<file path="src/rtl/a_pkg.sv">
// Shared definitions for the a_* asynchronous channel blocks and their clocked bridges.
package a_pkg;

  // Smallest legal synchroniser depth and FIFO depth.
  localparam int unsigned A_SYNC_MIN = 2;

  // Pointer width for a power-of-two FIFO: address bits plus one wrap bit.
  function automatic int unsigned ptr_width(input int unsigned depth);
    int unsigned w;
    w = 0;
    for (int i = 0; i < 32; i++) begin
      if ((32'd1 << i) < depth) w = i + 1;
    end
    return w + 1;
  endfunction

endpackage

</file>
<file path="src/rtl/a_sync_ff.sv">
// Multi-stage flop chain for bringing a single asynchronous level into the clk domain.
(* keep_hierarchy = "yes" *)
module a_sync_ff #(
  parameter int unsigned Stages = 2,
  parameter logic        RstVal = 1'b0
) (
  input  logic clk,
  input  logic rst,
  input  logic d_i,
  output logic q_o
);

  logic [Stages-1:0] sync_q;

  always_ff @(posedge clk or posedge rst) begin
    if (rst) begin
      sync_q <= {Stages{RstVal}};
    end else begin
      sync_q <= {sync_q[Stages-2:0], d_i};
    end
  end

  assign q_o = sync_q[Stages-1];

endmodule

</file>
<file path="src/rtl/a_sync_sink.sv">
// Clocked sink for a two-phase bundled-data channel, buffering tokens into a valid/ready FIFO.
// Define A_SYNC_SINK_LEVEL_EN to expose the registered FIFO occupancy on level_o.
module a_sync_sink
  import a_pkg::*;
#(
  parameter int unsigned N           = 1,
  parameter logic        Rpol        = 1'b0,
  parameter int unsigned DEPTH       = 4,
  parameter int unsigned SYNC_STAGES = 2
) (
  input  logic                          clk,
  input  logic                          rst,
  input  logic                          r_i,
  output logic                          a_i,
  input  logic [N-1:0]                  d_i,
  output logic                          valid_o,
  input  logic                          ready_i,
`ifdef A_SYNC_SINK_LEVEL_EN
  output logic [ptr_width(DEPTH)-1:0]   level_o,
`endif
  output logic [N-1:0]                  data_o
);

  localparam int unsigned PtrW  = ptr_width(DEPTH);
  localparam int unsigned AddrW = PtrW - 1;

  typedef logic [PtrW-1:0] ptr_t;

  logic         req_s;
  logic         a_q;
  ptr_t         wr_ptr_q, rd_ptr_q;
  logic [N-1:0] mem_q [DEPTH];
  logic         pending, full, empty, push, pop;

  a_sync_ff #(
    .Stages (SYNC_STAGES),
    .RstVal (Rpol)
  ) u_req_sync (
    .clk (clk),
    .rst (rst),
    .d_i (r_i),
    .q_o (req_s)
  );

  // A token is outstanding whenever the synchronised request differs from our ack.
  assign pending = (req_s != a_q);
  assign empty   = (wr_ptr_q == rd_ptr_q);
  assign full    = (wr_ptr_q[PtrW-1] != rd_ptr_q[PtrW-1]) &&
                   (wr_ptr_q[AddrW-1:0] == rd_ptr_q[AddrW-1:0]);
  assign push    = pending && !full;
  assign pop     = !empty && ready_i;

  always_ff @(posedge clk or posedge rst) begin
    if (rst) begin
      a_q      <= Rpol;
      wr_ptr_q <= '0;
      rd_ptr_q <= '0;
    end else begin
      if (push) begin
        a_q      <= ~a_q;
        wr_ptr_q <= wr_ptr_q + ptr_t'(1);
      end
      if (pop) begin
        rd_ptr_q <= rd_ptr_q + ptr_t'(1);
      end
    end
  end

  // Storage is cleared so data_o reads zero straight out of reset.
  always_ff @(posedge clk or posedge rst) begin
    if (rst) begin
      for (int i = 0; i < int'(DEPTH); i++) mem_q[i] <= '0;
    end else if (push) begin
      mem_q[wr_ptr_q[AddrW-1:0]] <= d_i;
    end
  end

`ifdef A_SYNC_SINK_LEVEL_EN
  ptr_t level_q;

  always_ff @(posedge clk or posedge rst) begin
    if (rst) begin
      level_q <= '0;
    end else begin
      unique case ({push, pop})
        2'b10:   level_q <= level_q + ptr_t'(1);
        2'b01:   level_q <= level_q - ptr_t'(1);
        default: level_q <= level_q;
      endcase
    end
  end

  assign level_o = level_q;
`endif

  assign a_i     = a_q;
  assign valid_o = !empty;
  assign data_o  = mem_q[rd_ptr_q[AddrW-1:0]];

endmodule

</file>
<file path="config.mk">
export PLATFORM = sky130hd
export DESIGN_NAME = a_sync_sink
export DESIGN_NICKNAME = d
export VERILOG_FILES = /design/src/rtl/a_pkg.sv /design/src/rtl/a_sync_ff.sv /design/src/rtl/a_sync_sink.sv
export SDC_FILE = /design/constraint.sdc
export NUM_CORES = 1
export LEC_CHECK = 0
export BUFFER_PORTS_ARGS = -buffer_cell sky130_fd_sc_hd__buf_2
export CORE_AREA = 2 2 39 41
export DETAILED_ROUTE_END_ITERATION = 10
export DIE_AREA = 0 0 41 43
export PLACE_DENSITY = 0.76
export SYNTH_ARGS = -nofsm -noshare
export SYNTH_HDL_FRONTEND = slang
export SYNTH_SLANG_ARGS = --single-unit
export TNS_END_PERCENT = 1
</file>
<file path="constraint.sdc">
create_clock -name clk -period 3.5 [get_ports clk]
set_clock_uncertainty 0.05 [all_clocks]
set_input_delay 0.175 -clock clk [delete_from_list [all_inputs] [get_ports clk]]
set_output_delay 0.175 -clock clk [all_outputs]
set_load 0.03 [all_outputs]
</file>
==> results of run 1 <==
[routing by layer]
metal | vias to the layer above | track usage (%) | part of all wire [%]
met5 | - | 0 | 0
met4 | 0 | 12.00 | 3.3
met3 | 5 | 3.141 | 3.0
met2 | 9 | 26.25 | 48
met1 | 231 | 21.36 | 46
li1 | 230 | - | -
[worst register-to-register path, cell delays in order (launching register included)]
cell      delay [ns]
dfrtp_1         0.45
xor2_1          0.73
o311ai_1        0.24
mux2_1          0.35
[timing repair]
action                                 in CTS  in global routing
buffers inserted                            0                  0
hold buffers                                2                  0
endpoints found under the hold margin      14                  0
[path summary, 6_finish.rpt]
path | startpoint | end | slack, ns | cells after the start
worst max-delay path | rd_ptr_q[0] | valid_o | 1.39 | 4
worst min-delay path | d_i | mem_q[1] | 0.09 | 2
worst max register to register | rd_ptr_q[0] | mem_q[0] | 1.57 | 3
worst min register to register | u_req_sync/sync_q[0] | u_req_sync/sync_q[1] | 0.31 | 0
max in group asynchronous | rst | mem_q[3] | 2.71 | 3
min in group asynchronous | rst | u_req_sync/sync_q[0] | 0.23 | 3
[per-stage QoR]
step	hold WS, ns	std cells	setup slack [ns]	instance area [µm²]
final	0.09222	84	1.385	822.0
after global routing	0.1020	84	1.227	822.0
after CTS	0.09067	84	1.374	822.0
after detailed placement	-0.01181	78	1.578	775.7
after global placement	-0.01793	78	1.640	775.7
after floorplan	-0.1338	57	1.975	739.5
[flip-flops by register name, indices dropped and copies added, names as in the netlist]
register	flops
mem_q	4
rd_ptr_q	3
wr_ptr_q	3
u_req_sync/sync_q	2
a_i	1
[logic make-up after synthesis]
kind of cell | synth area share [%]
and+or+nand+nor | 5.244
adders and majority gates | 8.460
DFF | 43.99
muxes | 13.54
AOI/OAI and AO/OA | 13.37
xor gates and xnor gates | 10.32
buffers and inverters | 5.077
[cell type report]
class | count | area (µm²)
tap | 16 | 20.02
timing repair buffer | 9 | 55.05
clock buffer | 4 | 26.28
multi-input combinational | 37 | 376.6
sequential | 13 | 325.3
fill | 114 | 561.8
inverter | 5 | 18.77
[placed cells by master, fill, tap and decap left out, drive strengths merged]
master	count
buf	7
dfrtp	13
o31ai	1
mux2	6
mux4	1
nor2	1
ha	5
o311ai	6
mux2i	1
or4b	1
clkbuf	4
dlygate4sd3	2
nor3	1
o311a	1
xor2	4
inv	5
nand2	4
o31a	1
o22ai	1
xnor2	3
==> impl_metrics.toml, run 1 <==
[worst_setup_path]
start_kind = "register"
critPathBufInv = 1
worst-setup-path-type = "reg2out"
worstPathArrival_ns = 1.89
crit_family = "XOR/XNOR gates"
path_max_fanout = 11
end_kind = "output pin"
worst_path_max_delay_cell = "xor2_1"
crit_chain = "xor2_1, nor2_1, nand2_1, buf_2"
slowest_delay_ns = 0.73
critPathRequiredTime_ns = 3.27

[clock_tree]
cts_tree = "yes"
cts_buffers = 3
cts_resized = 0
cts_sinks = 13
path_clk_slew_ns = 0.08
cts_htree_levels = 1
cts_buffer_depth = 2
clkLatencyLatePin_ns = 0.28
cts-root-buf = "clkbuf_4"

[global_routing]
grt_overflow = 0
grt_max_degree = 12
grt_pass1_vias = 454
grt_usage_pct = 17.45
grt_antenna_before_repair = 0
grt_pass1_wl_um = 1994

[floorplan]
rows = 14
io_pins = 8
die_y_um = 43
die_w_um = 41
dieArea_mm2 = 0.001763
start_util_pct = 53.44
core_region_area_mm2 = 0.001384

[timing]
post-route-period-util_pct = 60.42
fmaxAchievable_mhz = 472.9
setup_viol = 0
hold_violations = 0
rsz0062_at_grt = "false"
tightest_slew_ns = 0.9242
maxSlewHeadroom_pct = 38.18
fin_crit_ns = 2.115
final.setup.tns_ns = 0
final_max_slew_viol_count = 0

[final_layout]
n_antenna_cell = 0
fin_nets = 79
area.growth.synth_to_final_pct = 11.17
drive_gt1_share_pct = 22.06
postLayoutCoreUtil_pct = 59.40

[logic_synthesis]
yosysSeqAreaShare_pct = 43.99
yosys.area.top_type_share_pct = 43.99
synth.most_common_cell = "dfrtp_1"
ys_ff_latch = 13
yosys_most_used_dff = "dfrtp_1"
postSynthAreaPerCell_um2 = 12.97
synth-async-reset-ratio_pct = 100.0
synth_edf_count = 0
yosysWarningCount = 0
synth_area_um2 = 739.5
ys_types = 22
synthTopCellsByArea = "dfrtp_1, mux2_1, ha_1, o311ai_1, xor2_1"
syn-num-nets = 67
yosysTopAreaCell = "dfrtp_1"
synthCells = 57
synth_common_cells = "dfrtp_1, mux2_1, ha_1, inv_1, o311ai_1"

[routing]
totalWireLength_um = 1194
dr_total_vias = 475
vias_per_cell = 5.655
antenna_left = 0
dr.pass1.iters = 4
dr.first_iter.drc_count = 4
wire_per_inst_um = 14.21
drc = 0

[hold_path]
hp-class = "in2reg"

[run]
drv_cap = 0

[placed_design]
hpwl_um = 873.1
place_congestion = 0.7836
io_buffer_count = 7

[status]
status = "complete, no violations"
Power of run 1 is left out: the tool's default activity adds up to more than one toggle a clock period on the data nets, which glitch-free logic cannot reach.
==> inputs of run 2 (changes only) <==
Settings changed: CORE_AREA 2 2 39 41 to not set, CORE_MARGIN set to 2, CORE_UTILIZATION set to 55, DIE_AREA 0 0 41 43 to not set, PLACE_DENSITY 0.76 to 0.75.
Clock period 3.5 ns to 2.04 ns, I/O delays scaled along.
==> impl_metrics.toml, run 2 (synthesis results as in run 1) <==
[worst_setup_path]
reg2reg_slack_ns = 0.33
critPathRequiredTime_ns = 1.89
worst-setup-path-type = "reg2out"
crit_chain = "xor2_2, nor2_1, nand2_1, buf_2"
slowest_delay_ns = 0.51
worstPathArrival_ns = 1.64
end_kind = "output pin"
start_kind = "register"
crit_family = "XOR/XNOR gates"
path_max_fanout = 11
critPathBufInv = 1
worst_path_max_delay_cell = "xor2_2"

[timing]
tightest_slew_ns = 0.5540
fmaxAchievable_mhz = 559.5
post-route-period-util_pct = 87.62
setup_viol = 0
final.setup.tns_ns = 0
maxSlewHeadroom_pct = 63.04
rsz0062_at_grt = "false"
fin_crit_ns = 1.787
final_max_slew_viol_count = 0
hold_violations = 0

[routing]
wl_met1_um = 586
route.met3.wl_um = 42
dr_total_vias = 471
dr.max_layer_used = "met4"
drc = 0
antenna_left = 0
wire_per_inst_um = 14.96
dr.pass1.iters = 3
vias_per_cell = 5.675
totalWireLength_um = 1242
dr.first_iter.drc_count = 13
wl_met2_um = 591

[final_layout]
final_cell_mix = "dfrtp_1, buf_2, mux2_1"
reg.largest.list = "mem_q (4), rd_ptr_q (3), wr_ptr_q (3)"
fill_cells = 99
multi_input_comb_area_um2 = 391.6
max_flop_register = "mem_q"
drive_gt1_share_pct = 25.00
area.growth.synth_to_final_pct = 13.03
n_antenna_cell = 0
design_area_um2 = 835.8
final_common_cell = "dfrtp_1"
regArea_um2 = 325.3
fin_nets = 79
largest_register_ffs = 4

[clock_tree]
path_clk_slew_ns = 0.07
cts_htree_levels = 1
cts_sinks = 13
cts_tree = "yes"
cts_buffer_depth = 2
cts_buffers = 3
cts-root-buf = "clkbuf_4"
clkLatencyLatePin_ns = 0.27
post_cts_buffers = 0

[global_routing]
grt_antenna_before_repair = 0
grt_pass1_wl_um = 1994
grt_overflow = 0
grt_max_degree = 12
grt_pass1_vias = 422
grt_usage_pct = 20.46

[status]
status = "complete, no violations"

[placed_design]
postPlaceCellArea_um2 = 774.5
place_congestion = 0.7766
hpwl_um = 919.2
io_buffer_count = 7

[floorplan]
core_region_area_mm2 = 0.001285
die_y_um = 40.67
rows = 13
die_w_um = 40.67
start_util_pct = 57.55
io_pins = 8
dieArea_mm2 = 0.001654

[run]
drv_cap = 0

[hold_path]
hp-class = "in2reg"
-- run 2: cell counts in the layout (fill, tap and decap cells not counted) --
No cell type changed its count.
-- run 2: timing repair --
| item | 4_1_cts | 5_1_grt |
|---|---|---|
| endpoints found under the hold margin | 14 | 0 |
| endpoints found under the setup margin | 0 | 5 |
| hold buffers | 2 | 0 |
| gates resized for setup | 0 | 2 |
-- run 2: path summary, 6_finish.rpt --
check / start / to / cells after the start
setup reg to reg: rd_ptr_q[1] / mem_q[2] / 3
hold / removal: d_i / mem_q[0] / 2
max in group asynchronous: rst / rd_ptr_q[2] / 3
setup / recovery: rd_ptr_q[1] / valid_o / 4
hold reg to reg: u_req_sync/sync_q[0] / u_req_sync/sync_q[1] / 0
min in group asynchronous: rst / u_req_sync/sync_q[0] / 3
-- run 2: per-stage QoR --
step / hold slack [ns] / std cells / util (%) / setup slack, ns
after floorplan: -0.2068 / 57 / - / 0.5152
after global placement: -0.09266 / 77 / 60.27 / 0.1740
after detailed placement: -0.08753 / 77 / 60.27 / 0.09074
after CTS: 0.02542 / 83 / 63.88 / 0.008164
after global routing: 0.01100 / 83 / 65.04 / 0.09252
final: 0.03014 / 83 / 65.04 / 0.2525
-- run 2: cell type report --
type,instances,share of cell area (%)
clock buffers,4,3.144
inverters,5,2.246
multi-input cells,37,46.86
flip-flops and latches,13,38.92
well taps,15,2.246
repair buffers,9,6.587
-- run 2: routing by layer --
layer | global-route usage, % | vias to the layer above
met1 | 25.96 | 232
met5 | 0 | -
met3 | 8.152 | 4
met2 | 30.16 | 9
li1 | - | 226
met4 | 10.00 | 0
Power of run 2 is left out for the same reason.
